==> src/rtl/fir_mac_sequencer.sv <==
// Time-multiplexed FIR controller: delay line, coefficient file and one shared MAC step per tap.
// Optional per-step saturation of the accumulator is enabled by defining FIR_SAT_EN.
module fir_mac_sequencer #(
    parameter int DW   = 8,
    parameter int CW   = 8,
    parameter int TAPS = 4,
    parameter int AW   = 2,
    parameter int ACCW = 18
) (
    input  logic                   clk,
    input  logic                   rst,
    input  logic                   in_valid,
    output logic                   in_ready,
    input  logic signed [DW-1:0]   in_data,
    input  logic                   coef_we,
    input  logic [AW-1:0]          coef_addr,
    input  logic signed [CW-1:0]   coef_data,
    output logic                   out_valid,
    input  logic                   out_ready,
    output logic signed [ACCW-1:0] out_data,
    output logic                   busy
);
    localparam logic [1:0] S_IDLE = 2'd0;
    localparam logic [1:0] S_MAC  = 2'd1;
    localparam logic [1:0] S_DONE = 2'd2;

    logic [1:0]             state_q, state_d;
    logic [AW-1:0]          k_q, k_d;
    logic [AW-1:0]          wr_ptr_q, wr_ptr_d;
    logic signed [ACCW-1:0] acc_q, acc_d;
    logic signed [ACCW-1:0] out_data_q, out_data_d;
    logic                   in_ready_q, out_valid_q, busy_q;
    logic signed [DW-1:0]   dline_q [TAPS];
    logic signed [CW-1:0]   coef_q  [TAPS];

    logic [AW:0]            rd_sum_s;
    logic [AW-1:0]          rd_addr_s;
    logic signed [DW+CW-1:0] prod_s;
    logic signed [ACCW-1:0] prod_ext_s;
    logic signed [ACCW-1:0] acc_next_s;
    logic                   last_tap_s;

    // Delay-line read address (wr_ptr - k) mod TAPS, valid for non-power-of-two TAPS too.
    always_comb begin
        rd_sum_s = {1'b0, wr_ptr_q} + (AW+1)'(TAPS) - {1'b0, k_q};
        if (rd_sum_s >= (AW+1)'(TAPS)) begin
            rd_addr_s = AW'(rd_sum_s - (AW+1)'(TAPS));
        end else begin
            rd_addr_s = AW'(rd_sum_s);
        end
    end

    assign prod_s     = dline_q[rd_addr_s] * coef_q[k_q];
    assign prod_ext_s = ACCW'(prod_s);
    assign last_tap_s = (k_q == AW'(TAPS - 1));

`ifdef FIR_SAT_EN
    logic signed [ACCW:0] sum_wide_s;

    // Clamp each accumulate step when the extra sign bit disagrees with the result MSB.
    always_comb begin
        sum_wide_s = {acc_q[ACCW-1], acc_q} + {prod_ext_s[ACCW-1], prod_ext_s};
        if (sum_wide_s[ACCW] != sum_wide_s[ACCW-1]) begin
            if (sum_wide_s[ACCW]) begin
                acc_next_s = {1'b1, {(ACCW-1){1'b0}}};
            end else begin
                acc_next_s = {1'b0, {(ACCW-1){1'b1}}};
            end
        end else begin
            acc_next_s = sum_wide_s[ACCW-1:0];
        end
    end
`else
    assign acc_next_s = acc_q + prod_ext_s;
`endif

    // Sequencer next-state logic.
    always_comb begin
        state_d    = state_q;
        k_d        = k_q;
        wr_ptr_d   = wr_ptr_q;
        acc_d      = acc_q;
        out_data_d = out_data_q;
        case (state_q)
            S_IDLE: begin
                if (in_valid) begin
                    acc_d   = {ACCW{1'b0}};
                    k_d     = {AW{1'b0}};
                    state_d = S_MAC;
                end else begin
                    state_d = S_IDLE;
                end
            end
            S_MAC: begin
                acc_d = acc_next_s;
                if (last_tap_s) begin
                    out_data_d = acc_next_s;
                    wr_ptr_d   = (wr_ptr_q == AW'(TAPS - 1)) ? {AW{1'b0}} : wr_ptr_q + AW'(1);
                    state_d    = S_DONE;
                end else begin
                    k_d = k_q + AW'(1);
                end
            end
            S_DONE: begin
                if (out_ready) begin
                    state_d = S_IDLE;
                end else begin
                    state_d = S_DONE;
                end
            end
            default: begin
                state_d = S_IDLE;
            end
        endcase
    end

    // State, datapath and storage registers; outputs are registered from the next state.
    always_ff @(posedge clk or posedge rst) begin
        if (rst) begin
            state_q     <= S_IDLE;
            k_q         <= {AW{1'b0}};
            wr_ptr_q    <= {AW{1'b0}};
            acc_q       <= {ACCW{1'b0}};
            out_data_q  <= {ACCW{1'b0}};
            in_ready_q  <= 1'b1;
            out_valid_q <= 1'b0;
            busy_q      <= 1'b0;
            for (int i = 0; i < TAPS; i++) begin
                dline_q[i] <= {DW{1'b0}};
                coef_q[i]  <= {CW{1'b0}};
            end
        end else begin
            state_q     <= state_d;
            k_q         <= k_d;
            wr_ptr_q    <= wr_ptr_d;
            acc_q       <= acc_d;
            out_data_q  <= out_data_d;
            in_ready_q  <= (state_d == S_IDLE);
            out_valid_q <= (state_d == S_DONE);
            busy_q      <= (state_d != S_IDLE);
            if ((state_q == S_IDLE) && in_valid) begin
                dline_q[wr_ptr_q] <= in_data;
            end
            if (coef_we && (state_q != S_MAC)) begin
                coef_q[coef_addr] <= coef_data;
            end
        end
    end

    assign in_ready  = in_ready_q;
    assign out_valid = out_valid_q;
    assign out_data  = out_data_q;
    assign busy      = busy_q;
endmodule
==> config.mk <==
export PLATFORM = sky130hd
export DESIGN_NAME = fir_mac_sequencer
export DESIGN_NICKNAME = d
export VERILOG_FILES = /design/src/rtl/fir_mac_sequencer.sv
export SDC_FILE = /design/constraint.sdc
export NUM_CORES = 1
export LEC_CHECK = 0
export BUFFER_PORTS_ARGS = -buffer_cell sky130_fd_sc_hd__buf_2
export CELL_PAD_IN_SITES_DETAIL_PLACEMENT = 1
export CELL_PAD_IN_SITES_GLOBAL_PLACEMENT = 1
export CORE_UTILIZATION = 55
export CTS_CLUSTER_SIZE = 14
export DETAILED_ROUTE_END_ITERATION = 8
export PLACE_DENSITY = 0.95
export RECOVER_POWER = 50
export SLEW_MARGIN = 10
export SYNTH_ARGS = -nofsm -noshare
export SYNTH_HDL_FRONTEND = slang
export SYNTH_SLANG_ARGS = --single-unit
==> constraint.sdc <==
create_clock -name clk -period 11.3 [get_ports clk]
set_input_delay 1.695 -clock clk [delete_from_list [all_inputs] [get_ports clk]]
set_output_delay 1.695 -clock clk [all_outputs]
set_load 0.01 [all_outputs]
==> results of run 1 <==
[cells in the mapped netlist (3+ instances only)]
master,number,area [um^2]
a21o_1,4,30.0
a21oi_1,7,35.0
a22o_1,6,52.6
and2_1,35,219
and2_2,4,30.0
and3_1,3,18.8
buf_2,5,25.0
clkbuf_1,6,22.5
dfrtp_1,108,2700
fa_1,80,1600
ha_1,48,601
inv_1,99,372
mux2_2,71,800
mux2i_1,3,30.0
mux4_1,7,184
mux4_2,7,158
nand2_1,54,203
nand2b_1,5,31.3
nor2_1,15,56.3
nor2b_1,3,18.8
nor3_1,6,30.0
o21a_1,3,22.5
o21ai_0,29,145
xnor2_1,9,78.8
xor2_1,9,78.8
[cell type report]
class                      instances  area (um^2)  share of cell area
timing repair buffer              45          195              0.0228
tap                              180          225              0.0263
clock inverter                     7         81.3             0.00951
inverter                          99          373              0.0436
multi-input combinational        441         4720               0.552
clock buffer                       9          225              0.0263
sequential                       109         2730               0.319
[metal layers]
metal,GRT usage,wire length [um],vias to the layer above
li1,-,-,2270
met1,0.399,8570,2924
met2,0.587,12200,189
met3,0.0679,1020,79
met4,0.188,1160,0
met5,0,0,-
[kinds of logic after synthesis]
kind of cell / Yosys count / synth area share
mux: 89 / 0.151
buf+inv: 113 / 0.0568
compound gates: 67 / 0.0575
xor+xnor: 19 / 0.0220
fa+ha+maj: 128 / 0.279
simple gates: 138 / 0.0883
flops: 109 / 0.345
[metrics by stage]
step	setup WS, ns	hold slack [ns]	util
floorplan	5.38	0.450	-
global placement	4.72	0.457	0.594
detailed placement	4.35	0.476	0.594
CTS	4.26	0.493	0.616
global route	3.92	0.504	0.613
finish	4.27	0.486	0.613
[worst paths after layout]
path                                 to  slack [ns]  cells past startpoint
hold / removal              out_data[9]        0.49                      2
setup reg to reg           out_data[11]        4.27                     20
max in group asynchronous    coef_q[29]        5.05                      3
setup / recovery           out_data[11]        4.27                     20
min in group asynchronous          busy        1.63                      2
hold reg to reg             out_data[9]        0.49                      2
[registers in the layout, summed over array words and instances, names as in the netlist]
register   count
acc_q         18
busy           1
coef_q        32
dline_q       32
in_ready       1
k_q            2
out_data      18
out_valid      1
state_q        2
wr_ptr_q       2
[worst reg2reg max path: cells and delay by family (launching register included)]
kind | cells | cell delay [ns]
adder cells (fa/ha/maj) | 7 | 3.31
AO/OA/AOI/OAI | 5 | 0.92
XOR/XNOR | 3 | 0.82
flip-flops | 1 | 0.77
multiplexers | 1 | 0.51
AND/OR/NAND/NOR | 1 | 0.36
buffers and inverters | 3 | 0.16
==> impl_metrics.yaml, run 1 <==
status:
  status: "finished with violations"
  violations: "capacitance limit, slew limit"
drt:
  drc: 0
  num_vias: 5462
  vias_per_cell: 6.14
  drt-initial-drc-count: 350
  dr.pass1.iters: 7
  wl_per_cell_um: 25.8
  postRouteAntennaNets: 0
  finalWirelength_mm: 23.0
final_layout:
  syn_to_final_growth_pct: 8.17
  insertedDiodeCount: 0
  final_layout_size_suffix_gt1_frac: 0.176
  fin_area_um2: 8550
  n_fill_cell: 1430
  finalNonFillerCells: 890
  finalNetCount: 856
  final_cell_mix: "108 x dfrtp_1, 98 x inv_1, 80 x fa_1"
  final_common_cell: "dfrtp_1"
grt:
  grt_first_pass_wirelength_mm: 36.4
  grt_use_total: 0.341
  antenna_found_initial: 0
  grt.overflow.total: 0
  grt_pass1_vias: 6364
  grt_max_degree: 80
clock_network:
  root_buffer: "clkbuf_16"
  holdBufCountCts: 0
  cts_tree: "done"
  htreeDepth: 3
  postCtsSetupRepairBufs: 0
  clockBufferDepth: 2
  cts.sinks: 109
  insertion_delay_ns: 0.37
  clk_pin_slew_ns: 0.08
  numCtsBuffers: 9
  cts.repair.resized: 0
synthesis:
  synth-edff-count: 0
  synth_area_um2: 7900
  netlist_instances: 663
  syn_area_per_cell_um2: 11.9
  yosys_most_used_dff: "dfrtp_1"
  yosysWarnings: 0
  async_flop_share: 1.00
  ys_seq_area_frac: 0.345
  ys_types: 53
  syn-num-nets: 814
  synth-seq-cells: 109
worst_setup_path:
  worst-path-max-fanout: 12
  end_kind: "flop"
  path_cells: "ha_1 -> xor2_1 -> xnor2_2 -> mux4_1 -> or2_2 -> fa_1 -> fa_1 -> inv_1 -> fa_1 -> fa_1 -> inv_1 -> fa_1 -> inv_1 -> ha_1 -> o211ai_1 -> o21ai_0 -> a21o_1 -> a21oi_1 -> xor2_1 -> o21ai_0"
  max_stage_delay_ns: 0.77
  critPathRequiredTime_ns: 11.49
  rr_startpoint: "k_q[0]"
  start_kind: "flop"
  worstSetupStartpoint: "k_q[0]"
  cp_common_cell: "fa_1"
  cp.arrival_ns: 7.22
  crit_family: "adder cells"
  cpMaxStageDelayCell: "dfrtp_1"
  critPathKind: "reg2reg"
  timing.critical_path.buf_inv: 3
floorplanning:
  dieArea_um2: 14900
  rows: 43
  die_w_um: 122
  start_util: 0.567
  die_h_um: 122
  core_um2: 13900
  io_pins: 44
min_path:
  min_path_type: "reg2reg"
  hp-start: "out_data[9]"
sta:
  clock_skew_ns: 0.0103
  hold_viol_final: 0
  fin_setup_tns_ns: 0
  finalMaxSlewViolations: 80
  worst_slew_pin_slew_ns: 4.27
  max_freq_mhz: 142
  finalCriticalPeriod_ns: 7.03
  finalCritPeriodShare: 0.622
  setup_viol: 0
  grt_setup_unrepaired: "no"
  maxSlewHeadroom: -1.85
flow_run:
  drv_cap: 1
placement:
  gp_congestion: 0.824
  hpwl_mm: 17.7
  post_dp_cell_area_um2: 8280
  io_buffer_count: 43
  placed_cells: 874
Power of run 1 is not shown: default switching activity piles up to over one toggle a cycle in this logic, so the estimate is an artifact.
==> inputs of run 2 (changes only) <==
--- a/config.mk
+++ b/config.mk
@@ -8,10 +8,10 @@
 export BUFFER_PORTS_ARGS = -buffer_cell sky130_fd_sc_hd__buf_2
 export CELL_PAD_IN_SITES_DETAIL_PLACEMENT = 1
 export CELL_PAD_IN_SITES_GLOBAL_PLACEMENT = 1
-export CORE_UTILIZATION = 55
+export CORE_UTILIZATION = 51
 export CTS_CLUSTER_SIZE = 14
 export DETAILED_ROUTE_END_ITERATION = 8
-export PLACE_DENSITY = 0.95
+export PLACE_DENSITY = 0.9
 export RECOVER_POWER = 50
 export SLEW_MARGIN = 10
 export SYNTH_ARGS = -nofsm -noshare
==> constraint.sdc (replaced) <==
create_clock -name clk -period 7.25 [get_ports clk]
set_input_delay 1.0875 -clock clk [delete_from_list [all_inputs] [get_ports clk]]
set_output_delay 1.0875 -clock clk [all_outputs]
set_load 0.01 [all_outputs]
==> run 2 against run 1 <==
Net effect: the run still ends with capacitance limit, slew limit left; final cell count is 1.2% higher; die area is 7.7% higher; fmax is 3.1% higher; hold slack better by 0.019 ns; core utilization is 4.6 points lower; cell area is 0.50% higher; clock skew is 0.0053 ns higher; via count is 2.6% lower; sequential cell count stayed put; sequential share of layout area is 0.16 points lower; count of clock-buffer cells in the layout stayed put.
==> impl_metrics.yaml, run 2 (synthesis results as in run 1) <==
drt:
  num_vias: 5320
  vias_per_cell: 5.90
  finalWirelength_mm: 21.2
  postRouteAntennaNets: 0
  wl_per_cell_um: 23.5
  drt-initial-drc-count: 289
  drc: 0
  dr.pass1.iters: 5
floorplanning:
  die_w_um: 126
  io_pins: 44
  rows: 45
  die_h_um: 126
  start_util: 0.522
  core_um2: 15100
  dieArea_um2: 16000
sta:
  fin_setup_tns_ns: 0
  finalCritPeriodShare: 0.941
  finalCriticalPeriod_ns: 6.82
  hold_viol_final: 0
  maxSlewHeadroom: -1.93
  clock_skew_ns: 0.0156
  max_freq_mhz: 147
  setup_viol: 0
  worst_slew_pin_slew_ns: 4.40
  finalMaxSlewViolations: 86
  setup_slack_ns: 0.425
  grt_setup_unrepaired: "no"
grt:
  grt_pass1_vias: 6252
  grt_first_pass_wirelength_mm: 34.5
  antenna_found_initial: 1
  grt_use_total: 0.290
  grt_max_degree: 86
  grt.overflow.total: 0
worst_setup_path:
  cp.arrival_ns: 7.02
  critPathRequiredTime_ns: 7.45
  critPathKind: "reg2reg"
  r2r_cells: 19
  start_kind: "flop"
  end_kind: "flop"
  worst-path-max-fanout: 8
final_layout:
  final_layout_size_suffix_gt1_frac: 0.190
  finalNetCount: 858
  reg_top3: "coef_q x32, dline_q x32"
  final_common_cell: "dfrtp_1"
  syn_to_final_growth_pct: 8.71
  final_cell_mix: "108 x dfrtp_1, 98 x inv_1, 80 x fa_1"
  final_util: 0.567
clock_network:
  htreeDepth: 3
  root_buffer: "clkbuf_16"
  clk_pin_slew_ns: 0.08
  postCtsSetupRepairBufs: 0
  cts.sinks: 109
  clockBufferDepth: 2
  numCtsBuffers: 9
  insertion_delay_ns: 0.37
  cts_tree: "done"
min_path:
  min_path_type: "reg2reg"
  hold_depth: 2
flow_run:
  drv_cap: 1
status:
  violations: "capacitance limit, slew limit"
  status: "finished with violations"
placement:
  io_buffer_count: 43
  dp_slack_ns: 0.574
  gp_congestion: 0.848
  hpwl_mm: 15.4
## run 2: worst paths after layout
kind | end | startpoint | slack (ns)
max reg2reg | out_data[13] | wr_ptr_q[0] | 0.43
min in group asynchronous | busy | rst | 0.94
max | out_data[13] | wr_ptr_q[0] | 0.43
max in group asynchronous | dline_q[16] | rst | 1.63
min reg2reg | out_data[6] | out_data[6] | 0.51
min | out_data[6] | out_data[6] | 0.51
## run 2: per-stage QoR
stage | cells | area [um^2] | hold WS, ns
5_1_grt | 900 | 8590 | 0.518
3_5_place_dp | 884 | 8310 | 0.477
6_report | 901 | 8590 | 0.506
4_1_cts | 900 | 8620 | 0.506
3_3_place_gp | 884 | 8310 | 0.467
2_1_floorplan | 663 | 7900 | 0.450
## run 2: layout make-up
class / count / area [um^2]
fillers: 1542 / 6560
multi-input cells: 441 / 4720
flip-flops and latches: 109 / 2730
inverters: 99 / 373
well taps: 188 / 235
clock buffers: 9 / 225
repair buffers: 47 / 215
clock inverters: 7 / 86.3
diodes: 1 / 2.50
## run 2: what timing repair did
action / CTS / global route
endpoints found under the setup margin: 0 / 1
resized for setup: 0 / 1
hold buffers: 0 / 0
## run 2: critical path, stage by stage (launching register included)
cell and delay [ns]:
dfrtp_1 0.42, inv_1 0.12, ha_1 0.57, mux4_1 0.78, or2_2 0.40, fa_1 0.53, fa_1 0.56, inv_1 0.07
fa_1 0.51, fa_1 0.55, inv_1 0.06, fa_1 0.54, inv_1 0.05, ha_1 0.35, o211ai_1 0.19, o21ai_1 0.20
o21ai_0 0.25, nor2b_1 0.21, xor2_1 0.19, o21ai_0 0.10
## run 2: routing by layer
layer	vias to the layer above	share of wire	routed length, um	global-route usage
li1	2281	-	-	-
met1	2844	0.38	8080	0.338
met2	132	0.54	11500	0.520
met3	63	0.031	665	0.0401
met4	0	0.044	940	0.155
met5	-	0	0	0
Power of run 2 is left out for the same reason.
==> inputs of run 3 (changes only) <==
--- a/config.mk
+++ b/config.mk
@@ -8,10 +8,10 @@
 export BUFFER_PORTS_ARGS = -buffer_cell sky130_fd_sc_hd__buf_2
 export CELL_PAD_IN_SITES_DETAIL_PLACEMENT = 1
 export CELL_PAD_IN_SITES_GLOBAL_PLACEMENT = 1
-export CORE_UTILIZATION = 51
+export CORE_UTILIZATION = 29
 export CTS_CLUSTER_SIZE = 14
 export DETAILED_ROUTE_END_ITERATION = 8
-export PLACE_DENSITY = 0.9
+export PLACE_DENSITY = 0.6
 export RECOVER_POWER = 50
 export SLEW_MARGIN = 10
 export SYNTH_ARGS = -nofsm -noshare
==> run 3 against run 2 <==
Net effect: the run still ends with capacitance limit, slew limit left; count of clock-buffer cells in the layout grew 1; critical endpoint is now acc_q[12]; highest routed layer unchanged; cell area up 1.9%; hold slack worse by 0.025 ns; wire length fell by 14%; critical path depth grew 1; register-to-register slack better by 0.33 ns.
==> impl_metrics.yaml, run 3 (synthesis results as in run 1) <==
sta:
  max_freq_mhz: 154
  worst_slew_pin_slew_ns: 3.79
  setup_slack_ns: 0.751
  grt_setup_unrepaired: "no"
  finalCritPeriodShare: 0.896
  holdWs_ns: 0.481
  hold_viol_final: 0
  fin_setup_tns_ns: 0
  maxSlewHeadroom: -1.53
  clock_skew_ns: 0.00804
  finalMaxSlewViolations: 112
  finalCriticalPeriod_ns: 6.50
  setup_viol: 0
worst_setup_path:
  cpMaxStageDelayCell: "fa_1"
  critPathRequiredTime_ns: 7.45
  start_kind: "flop"
  worst-path-max-fanout: 8
  timing.critical_path.buf_inv: 4
  cp.arrival_ns: 6.70
  crit_family: "adder cells"
  path_cells: "inv_1 -> ha_1 -> xor2_1 -> xnor2_2 -> mux4_1 -> or2_2 -> fa_1 -> fa_1 -> inv_1 -> fa_1 -> fa_1 -> inv_1 -> fa_1 -> inv_1 -> ha_1 -> o21ai_2 -> a21boi_2 -> o41ai_1 -> xor2_1 -> o21ai_0"
  max_stage_delay_ns: 0.55
  cp_common_cell: "fa_1"
  critPathKind: "reg2reg"
  end_kind: "flop"
clock_network:
  numCtsBuffers: 9
  holdBufCountCts: 0
  clockBufferDepth: 2
  cts_tree: "done"
  cts.sinks: 109
  insertion_delay_ns: 0.35
  clk_pin_slew_ns: 0.08
  htreeDepth: 3
  postCtsSetupRepairBufs: 0
  cts.repair.resized: 0
  root_buffer: "clkbuf_16"
flow_run:
  drv_cap: 2
placement:
  io_buffer_count: 43
  dp_slack_ns: 0.751
  hpwl_mm: 14.6
  gp_congestion: 0.766
final_layout:
  final_layout_size_suffix_gt1_frac: 0.189
  insertedDiodeCount: 0
  n_fill_cell: 2984
  final_cell_mix: "108 x dfrtp_1, 98 x inv_1, 80 x fa_1"
  reg_top3: "coef_q x32, dline_q x32"
  final_common_cell: "dfrtp_1"
  finalNetCount: 859
  syn_to_final_growth_pct: 10.7
grt:
  grt_pass1_vias: 5549
  grt_max_degree: 74
  antenna_found_initial: 0
  grt.overflow.total: 0
  grt_first_pass_wirelength_mm: 30.2
  grt_use_total: 0.139
drt:
  num_vias: 4893
  drc: 0
  drt-initial-drc-count: 115
  dr.pass1.iters: 4
  postRouteAntennaNets: 0
  wl_per_cell_um: 17.2
  finalWirelength_mm: 18.1
  vias_per_cell: 4.64
floorplanning:
  die_w_um: 167
  rows: 60
  dieArea_um2: 27900
  core_um2: 26900
  start_util: 0.294
  die_h_um: 167
  io_pins: 44
min_path:
  min_path_type: "reg2reg"
status:
  status: "finished with violations"
  violations: "capacitance limit, slew limit"
==> run 3: worst register-to-register path, delay by kind of cell (launching register included) <==
family	cells	cell delay, ns
flip-flops	1	0.39
AND/OR/NAND/NOR	1	0.37
XOR/XNOR	3	0.84
buffers and inverters	4	0.27
adder cells (fa/ha/maj)	7	3.20
AO/OA/AOI/OAI	4	0.79
multiplexers	1	0.50
==> run 3: cell type report <==
| type | count | area [um^2] | share of cell area |
|---|---|---|---|
| clock buffers | 10 | 229 | 0.0262 |
| clock inverters | 6 | 46.3 | 0.00529 |
| inverters | 99 | 373 | 0.0426 |
| multi-input cells | 441 | 4720 | 0.540 |
| flip-flops and latches | 109 | 2730 | 0.312 |
| well taps | 341 | 427 | 0.0488 |
| repair buffers | 48 | 223 | 0.0255 |
==> run 3: metrics by stage <==
| stage | utilization | std cells | instance area (um^2) |
|---|---|---|---|
| finish | 0.326 | 1054 | 8750 |
| global route | 0.326 | 1054 | 8750 |
| CTS | 0.327 | 1054 | 8780 |
| detailed placement | 0.317 | 1038 | 8510 |
| global placement | 0.317 | 1038 | 8510 |
| floorplan | - | 663 | 7900 |
==> run 3: layer usage <==
layer	wire, um	GRT usage	share of wire	vias to the layer above
met2	9520	0.250	0.52	38
li1	-	-	-	2281
met1	7910	0.175	0.44	2559
met3	271	0.0109	0.015	15
met4	430	0.0515	0.024	0
met5	0	0	0	-
==> run 3: path summary, 6_finish.rpt <==
path	from	end	slack, ns	cells past startpoint
max	wr_ptr_q[0]	acc_q[12]	0.75	20
min	out_data[8]	out_data[8]	0.48	2
max reg2reg	wr_ptr_q[0]	acc_q[12]	0.75	20
min reg2reg	out_data[8]	out_data[8]	0.48	2
max in group asynchronous	rst	coef_q[21]	1.90	3
min in group asynchronous	rst	out_data[4]	1.14	2
Power of run 3 is left out for the same reason.
